### src/rtl/uart_tx_pkg.sv
// -----------------------------------------------------------------------------
// uart_tx_pkg
//   Shared definitions for the UART transmitter slice:
//     - tx_state_t    : frame sequencer states (IDLE, START, DATA, PARITY, STOP)
//     - PAR_EVEN/ODD  : encoding of the PAR_TYP input
//     - TX_IDLE_LEVEL : level of the serial line when no frame is in flight
//     - parity_bit()  : parity bit from a word's XOR reduction and parity type
// -----------------------------------------------------------------------------
package uart_tx_pkg;

    typedef enum logic [2:0] {
        ST_IDLE   = 3'd0,
        ST_START  = 3'd1,
        ST_DATA   = 3'd2,
        ST_PARITY = 3'd3,
        ST_STOP   = 3'd4
    } tx_state_t;

    localparam logic PAR_EVEN       = 1'b0;
    localparam logic PAR_ODD        = 1'b1;

    localparam logic TX_IDLE_LEVEL  = 1'b1;
    localparam logic TX_START_LEVEL = ~TX_IDLE_LEVEL;
    localparam logic TX_STOP_LEVEL  = TX_IDLE_LEVEL;

    // Even parity is the plain XOR of the data bits; odd parity is its
    // complement. Because PAR_EVEN is 0 and PAR_ODD is 1, XOR-ing with the
    // parity type selects between the two.
    function automatic logic parity_bit(input logic xor_reduction,
                                        input logic par_typ);
        return xor_reduction ^ par_typ;
    endfunction

endpackage : uart_tx_pkg

### src/rtl/uart_tx_serializer.sv
// -----------------------------------------------------------------------------
// uart_tx_serializer
//   Shift register plus bit counter for the data portion of a UART frame.
//
//   Ports
//     CLK         in  1           bit-rate clock
//     RST         in  1           asynchronous, active-high reset
//     i_load      in  1           load i_data into the shift register, clear counter
//     i_shift_en  in  1           advance one data bit (asserted every DATA cycle)
//     i_data      in  DATA_WIDTH  word to serialise (from the top's capture regs)
//     o_ser_bit   out 1           data bit the top should register onto the line
//                                 at the coming edge
//     o_ser_done  out 1           the line is currently showing the last data bit
//
//   The counter tracks which data bit is on the line. It wraps from
//   DATA_WIDTH-1 back to 0 on the edge that leaves the data phase.
// -----------------------------------------------------------------------------
module uart_tx_serializer #(
    parameter int DATA_WIDTH = 8
) (
    input  logic                  CLK,
    input  logic                  RST,
    input  logic                  i_load,
    input  logic                  i_shift_en,
    input  logic [DATA_WIDTH-1:0] i_data,
    output logic                  o_ser_bit,
    output logic                  o_ser_done
);

    localparam int CW = (DATA_WIDTH > 1) ? $clog2(DATA_WIDTH) : 1;
    localparam logic [CW-1:0] LAST_IDX = CW'(DATA_WIDTH - 1);

    logic [DATA_WIDTH-1:0] r_shift;
    logic [CW-1:0]         r_cnt;
    logic [DATA_WIDTH-1:0] w_next;

    assign w_next = r_shift >> 1;

    always_ff @(posedge CLK or posedge RST) begin
        if (RST) begin
            r_shift <= '0;
            r_cnt   <= '0;
        end else if (i_load) begin
            r_shift <= i_data;
            r_cnt   <= '0;
        end else if (i_shift_en) begin
            r_shift <= w_next;
            r_cnt   <= (r_cnt == LAST_IDX) ? '0 : r_cnt + CW'(1);
        end
    end

    // Bit 0 of the shift register is the bit currently on the line during
    // DATA. The top registers TX_OUT, so it needs the bit that will be on the
    // line after the edge: bit 0 from START (no shift yet), the following bit
    // while shifting.
    assign o_ser_bit  = i_shift_en ? w_next[0] : r_shift[0];
    assign o_ser_done = (r_cnt == LAST_IDX);

endmodule : uart_tx_serializer

### src/rtl/uart_tx.sv
// -----------------------------------------------------------------------------
// uart_tx
//   UART transmitter clocked at the bit rate (one CLK per serial bit).
//   Frame: start bit (0), DATA_WIDTH data bits LSB first, optional parity
//   bit, stop bit (1). A request seen in IDLE or in the STOP cycle is
//   accepted; in STOP this gives a back-to-back frame with no idle gap.
//   Requests arriving during START/DATA/PARITY are dropped.
//
//   Ports
//     CLK         in  1           bit-rate clock
//     RST         in  1           asynchronous, active-high reset
//     P_DATA      in  DATA_WIDTH  word to send, captured on an accept edge
//     Data_Valid  in  1           request strobe (pulse or level)
//     PAR_EN      in  1           1 = append a parity bit (captured on accept)
//     PAR_TYP     in  1           0 = even, 1 = odd parity (captured on accept)
//     TX_OUT      out 1           registered serial line, idles high
//     Busy        out 1           registered, high for every frame-bit cycle
// -----------------------------------------------------------------------------
module uart_tx
    import uart_tx_pkg::*;
#(
    parameter int DATA_WIDTH = 8
) (
    input  logic                  CLK,
    input  logic                  RST,
    input  logic [DATA_WIDTH-1:0] P_DATA,
    input  logic                  Data_Valid,
    input  logic                  PAR_EN,
    input  logic                  PAR_TYP,
    output logic                  TX_OUT,
    output logic                  Busy
);

    tx_state_t             r_state;
    logic                  r_tx;
    logic                  r_busy;
    logic [DATA_WIDTH-1:0] r_data;
    logic                  r_par_en;
    logic                  r_par_typ;

    logic                  w_accept;
    logic                  w_shift_en;
    logic                  w_ser_bit;
    logic                  w_ser_done;
    logic                  w_parity;

    // A new frame may start only when the line is idle or showing its stop bit.
    assign w_accept   = Data_Valid && ((r_state == ST_IDLE) || (r_state == ST_STOP));
    assign w_shift_en = (r_state == ST_DATA);

    // Parity always comes from the captured word, so P_DATA may change freely
    // once the frame has started.
    assign w_parity   = parity_bit(^r_data, r_par_typ);

    // The serializer loads straight from P_DATA on the accept edge, the same
    // edge that fills the capture registers.
    uart_tx_serializer #(
        .DATA_WIDTH (DATA_WIDTH)
    ) u_serializer (
        .CLK        (CLK),
        .RST        (RST),
        .i_load     (w_accept),
        .i_shift_en (w_shift_en),
        .i_data     (P_DATA),
        .o_ser_bit  (w_ser_bit),
        .o_ser_done (w_ser_done)
    );

    always_ff @(posedge CLK or posedge RST) begin
        if (RST) begin
            r_state   <= ST_IDLE;
            r_tx      <= TX_IDLE_LEVEL;
            r_busy    <= 1'b0;
            r_data    <= '0;
            r_par_en  <= 1'b0;
            r_par_typ <= PAR_EVEN;
        end else begin
            if (w_accept) begin
                r_data    <= P_DATA;
                r_par_en  <= PAR_EN;
                r_par_typ <= PAR_TYP;
            end

            unique case (r_state)
                ST_IDLE: begin
                    if (w_accept) begin
                        r_state <= ST_START;
                        r_tx    <= TX_START_LEVEL;
                        r_busy  <= 1'b1;
                    end else begin
                        r_tx    <= TX_IDLE_LEVEL;
                        r_busy  <= 1'b0;
                    end
                end

                ST_START: begin
                    r_state <= ST_DATA;
                    r_tx    <= w_ser_bit;
                end

                ST_DATA: begin
                    if (w_ser_done) begin
                        if (r_par_en) begin
                            r_state <= ST_PARITY;
                            r_tx    <= w_parity;
                        end else begin
                            r_state <= ST_STOP;
                            r_tx    <= TX_STOP_LEVEL;
                        end
                    end else begin
                        r_tx    <= w_ser_bit;
                    end
                end

                ST_PARITY: begin
                    r_state <= ST_STOP;
                    r_tx    <= TX_STOP_LEVEL;
                end

                ST_STOP: begin
                    if (w_accept) begin
                        // Back-to-back frame: start bit follows the stop bit
                        // directly and Busy stays asserted.
                        r_state <= ST_START;
                        r_tx    <= TX_START_LEVEL;
                        r_busy  <= 1'b1;
                    end else begin
                        r_state <= ST_IDLE;
                        r_tx    <= TX_IDLE_LEVEL;
                        r_busy  <= 1'b0;
                    end
                end

                default: begin
                    r_state <= ST_IDLE;
                    r_tx    <= TX_IDLE_LEVEL;
                    r_busy  <= 1'b0;
                end
            endcase
        end
    end

    assign TX_OUT = r_tx;
    assign Busy   = r_busy;

endmodule : uart_tx

### config.mk
export PLATFORM = sky130hd
export DESIGN_NAME = uart_tx
export DESIGN_NICKNAME = d
export VERILOG_FILES = /design/src/rtl/uart_tx_pkg.sv /design/src/rtl/uart_tx_serializer.sv /design/src/rtl/uart_tx.sv
export SDC_FILE = /design/constraint.sdc
export NUM_CORES = 1
export LEC_CHECK = 0
export ABC_CLOCK_PERIOD_IN_PS = 1800
export CORE_ASPECT_RATIO = 1.4
export CORE_MARGIN = 5
export CORE_UTILIZATION = 45
export DETAILED_ROUTE_END_ITERATION = 8
export PLACE_DENSITY = 0.7
export SETUP_SLACK_MARGIN = 0.4
export SYNTH_ARGS = -nofsm -noshare
export SYNTH_HDL_FRONTEND = slang
export SYNTH_SLANG_ARGS = --single-unit
### constraint.sdc
create_clock -name CLK -period 1.8 [get_ports CLK]
set_clock_uncertainty 0.15 [all_clocks]
set_input_delay 0.18 -clock CLK [delete_from_list [all_inputs] [get_ports CLK]]
set_output_delay 0.18 -clock CLK [all_outputs]
set_load 0.01 [all_outputs]
==> out/results.tsv <==
stage	metric	value	unit
status	outcome	finished with violations	
status	violations	hold timing	
clock_tree	tritoncts	done	
synthesis	yosys_warnings	0	
setup_path	slowest_stage	or3b_4	
sta	post-route-period-util	86.11	%
drt	ant_nets	0	
clock_tree	ctsRootBufferMaster	clkbuf_4	
setup_path	crit_required	1930	ps
clock_tree	h-tree-depth	1	
synthesis	ys_seq_elements	26	
clock_tree	numCtsBuffers	3	
setup_path	slowest_delay	460	ps
drt	initialDrtViolationCount	24	
power_and_ir_drop	comb_power_share	50.9	%
synthesis	synthesis.area	1247	um^2
floorplan	initial_core_util	47.21	%
setup_path	arrival	1680	ps
floorplan	fp.dieH	72.30	um
synthesis	syn_area_per_cell	10.06	um^2
synthesis	synthTopCellsByArea	dfrtp_1 (50%), nand2_1 (9.6%), mux2i_1 (6.4%), o21ai_0 (2.8%), a21oi_1 (2.4%)	
floorplan	dieArea	3940	um^2
layout	fill_cells	228	
power_and_ir_drop	power_density	1750	nW/um^2
synthesis	syn_nets	139	
setup_path	worstSetupPathType	register to register	
placed_design	post-place-ws	68.77	ps
drt	vias	964	
grt	grt_antenna_before_repair	0	
power_and_ir_drop	clkPwrFrac	14.0	%
clock_tree	cts.sinks	26	
floorplan	io_pins	15	
layout	fin_util	63.68	%
placed_design	gp_congestion	0.7489	
layout	drive_gt1_share	21.71	%
sta	whs	-1.899	ps
floorplan	die_x	54.50	um
sta	worst_slack	250.0	ps
drt	route.detailed.drc	0	
layout	fin_area	1683	um^2
layout	multiInputGateArea	589.3	um^2
sta	rsz0062_at_grt	true	
sta	setup_viol	0	
sta	relSlewSlack	82.33	%
power_and_ir_drop	seqPwrFrac	35.1	%
sta	worst_slew_pin_slew	261.3	ps
sta	max_freq	645.2	MHz
placed_design	placed_area	1450	um^2
power_and_ir_drop	intPower	1.906	mW
synthesis	ys.flop_type	dfrtp_1	
sta	period_minus_slack	1550	ps
layout	final_cell_mix	nand2_1 (32), dfrtp_1 (25), clkdlybuf4s50_1 (12), nor2_1 (8), mux2i_1 (8)	
synthesis	yosys.area.top_type	dfrtp_1	
synthesis	synth_cells	124	
setup_path	critPathCaptureType	register	
power_and_ir_drop	p_leak	0.8057	nW
layout	post_layout_nonfiller_instances	188	
floorplan	core	2643	um^2
min_path	hp-class	input port to async pin	
layout	nets	168	
placed_design	dp_cells	173	
placed_design	dp_hpwl	1642	um
drt	drt-pass1-iter-count	4	
grt	grt-ovfl-total	0	
synthesis	synth_top_area_share	50.15	%
setup_path	cp_cell_sequence	or3b_4 -> buf_6 -> nor3b_2 -> a21oi_1 -> nor2_1	
job	max_cap_violations	0	
drt	wire_per_inst	14.62	um
synthesis	yosysUniqueCellTypes	30	
sta	tns	0	ps
layout	diodes	0	
drt	routed_wl	2748	um
clock_tree	clk_latency	330	ps
drt	avgViaCountPerCell	5.128	
power_and_ir_drop	switching_share	35.29	%
power_and_ir_drop	power	2.946	mW
synthesis	yosysSeqAreaShare	52.26	%
synthesis	synthArstFlopShare	100.0	%
power_and_ir_drop	ir_drop	1.004	mV
sta	hold_viol_final	5	
power_and_ir_drop	p_sw	1.039	mW
setup_path	path_max_fanout	5	
layout	final-seq-area	651.9	um^2
synthesis	synth_edf_count	0	
setup_path	critPathLaunchType	register	
layout	layout_commonest_cell	nand2_1	
sta	drv_slew	0	
clock_tree	cts.clk_slew.worst_paths	150	ps
layout	synthToLayoutAreaGrowth	34.90	%
grt	grt_pass1_wl	4236	um
grt	grt_pass1_vias	951	
grt	grt_max_degree	27	
clock_tree	cts_buffer_depth	2	
grt	gr-usage-all-layers	14.74	%
placed_design	port-buffer-count	14	
floorplan	rows	22	
## sequential cells by signal, indices dropped and copies added (netlist names)
register,count
r_data,8
Busy,1
r_par_typ,1
r_par_en,1
r_state,3
TX_OUT,1
u_serializer.r_cnt,3
u_serializer.r_shift,8
## logic make-up after synthesis
group	after synthesis	synth area share [%]
and+or+nand+nor	52	19.46
buffers and inverters	10	5.516
AOI/OAI and AO/OA	20	9.027
muxes	8	6.420
DFF	26	52.26
xor gates and xnor gates	6	5.316
adders and majority gates	2	2.006
## path summary, 6_finish.rpt
kind                       depth (start not counted)  slack, ps        from                      end
min in group CLK                                   3        220     PAR_TYP                r_par_typ
max reg2reg                                        5        250  r_state[0]    u_serializer.r_cnt[1]
max in group asynchronous                          3       1270         RST                   TX_OUT
min                                                3         -2         RST  u_serializer.r_shift[6]
max                                                5        250  r_state[0]    u_serializer.r_cnt[1]
min reg2reg                                        2        380   r_data[6]                r_data[6]
## routing by layer
metal  vias up  wire, um  global-route usage, %
li1        466         -                      -
met1       468      1103                  18.64
met2        21      1487                  24.37
met3         9        75                  1.232
met4         0        82                  7.479
met5         -         0                      0
## cells in the mapped netlist, drive strengths merged, types with 2 or more instances
library cell and number:
o21ai 9, inv 3, nand2 32, clkbuf 4, nand2b 2, mux2i 8
xor2 2, nand3b 2, nor3b 2, o21a 2, or3b 2, xnor2 3
buf 3, a21oi 6, ha 2, dfrtp 25, nor2 9
## power by group through the flow
stage	combinational (mW)	clock, mW	sequential [mW]
6_report	1.50	0.411	1.03
5_1_grt	1.65	0.440	1.07
4_1_cts	1.30	0.413	1.02
3_5_place_dp	1.18	0	1.04
3_3_place_gp	1.14	0	1.03
2_1_floorplan	0.972	0	1.01
## final cells by class
cell class              instances  area share (%)
inverters                       3          0.6691
multi-input cells              89           35.02
repair buffers                 30           19.78
flip-flops and latches         26           38.74
well taps                      36           2.677
clock inverters                 1           1.784
clock buffers                   3           1.338
## worst max-delay path, delay by kind of cell, from the launching register on
family / cells / cell delay (ps)
and+or+nand+nor: 3 / 710
buffers and inverters: 1 / 150
AOI/OAI and AO/OA: 1 / 60
DFF: 1 / 410
## timing repair
item	4_1_cts	5_1_grt
pin swaps	3	3
cloned	1	2
endpoints found under the setup margin	26	21
hold buffers	0	0
setup buffers	3	5
resized for setup	17	6
(Power assumes the default switching activity.)
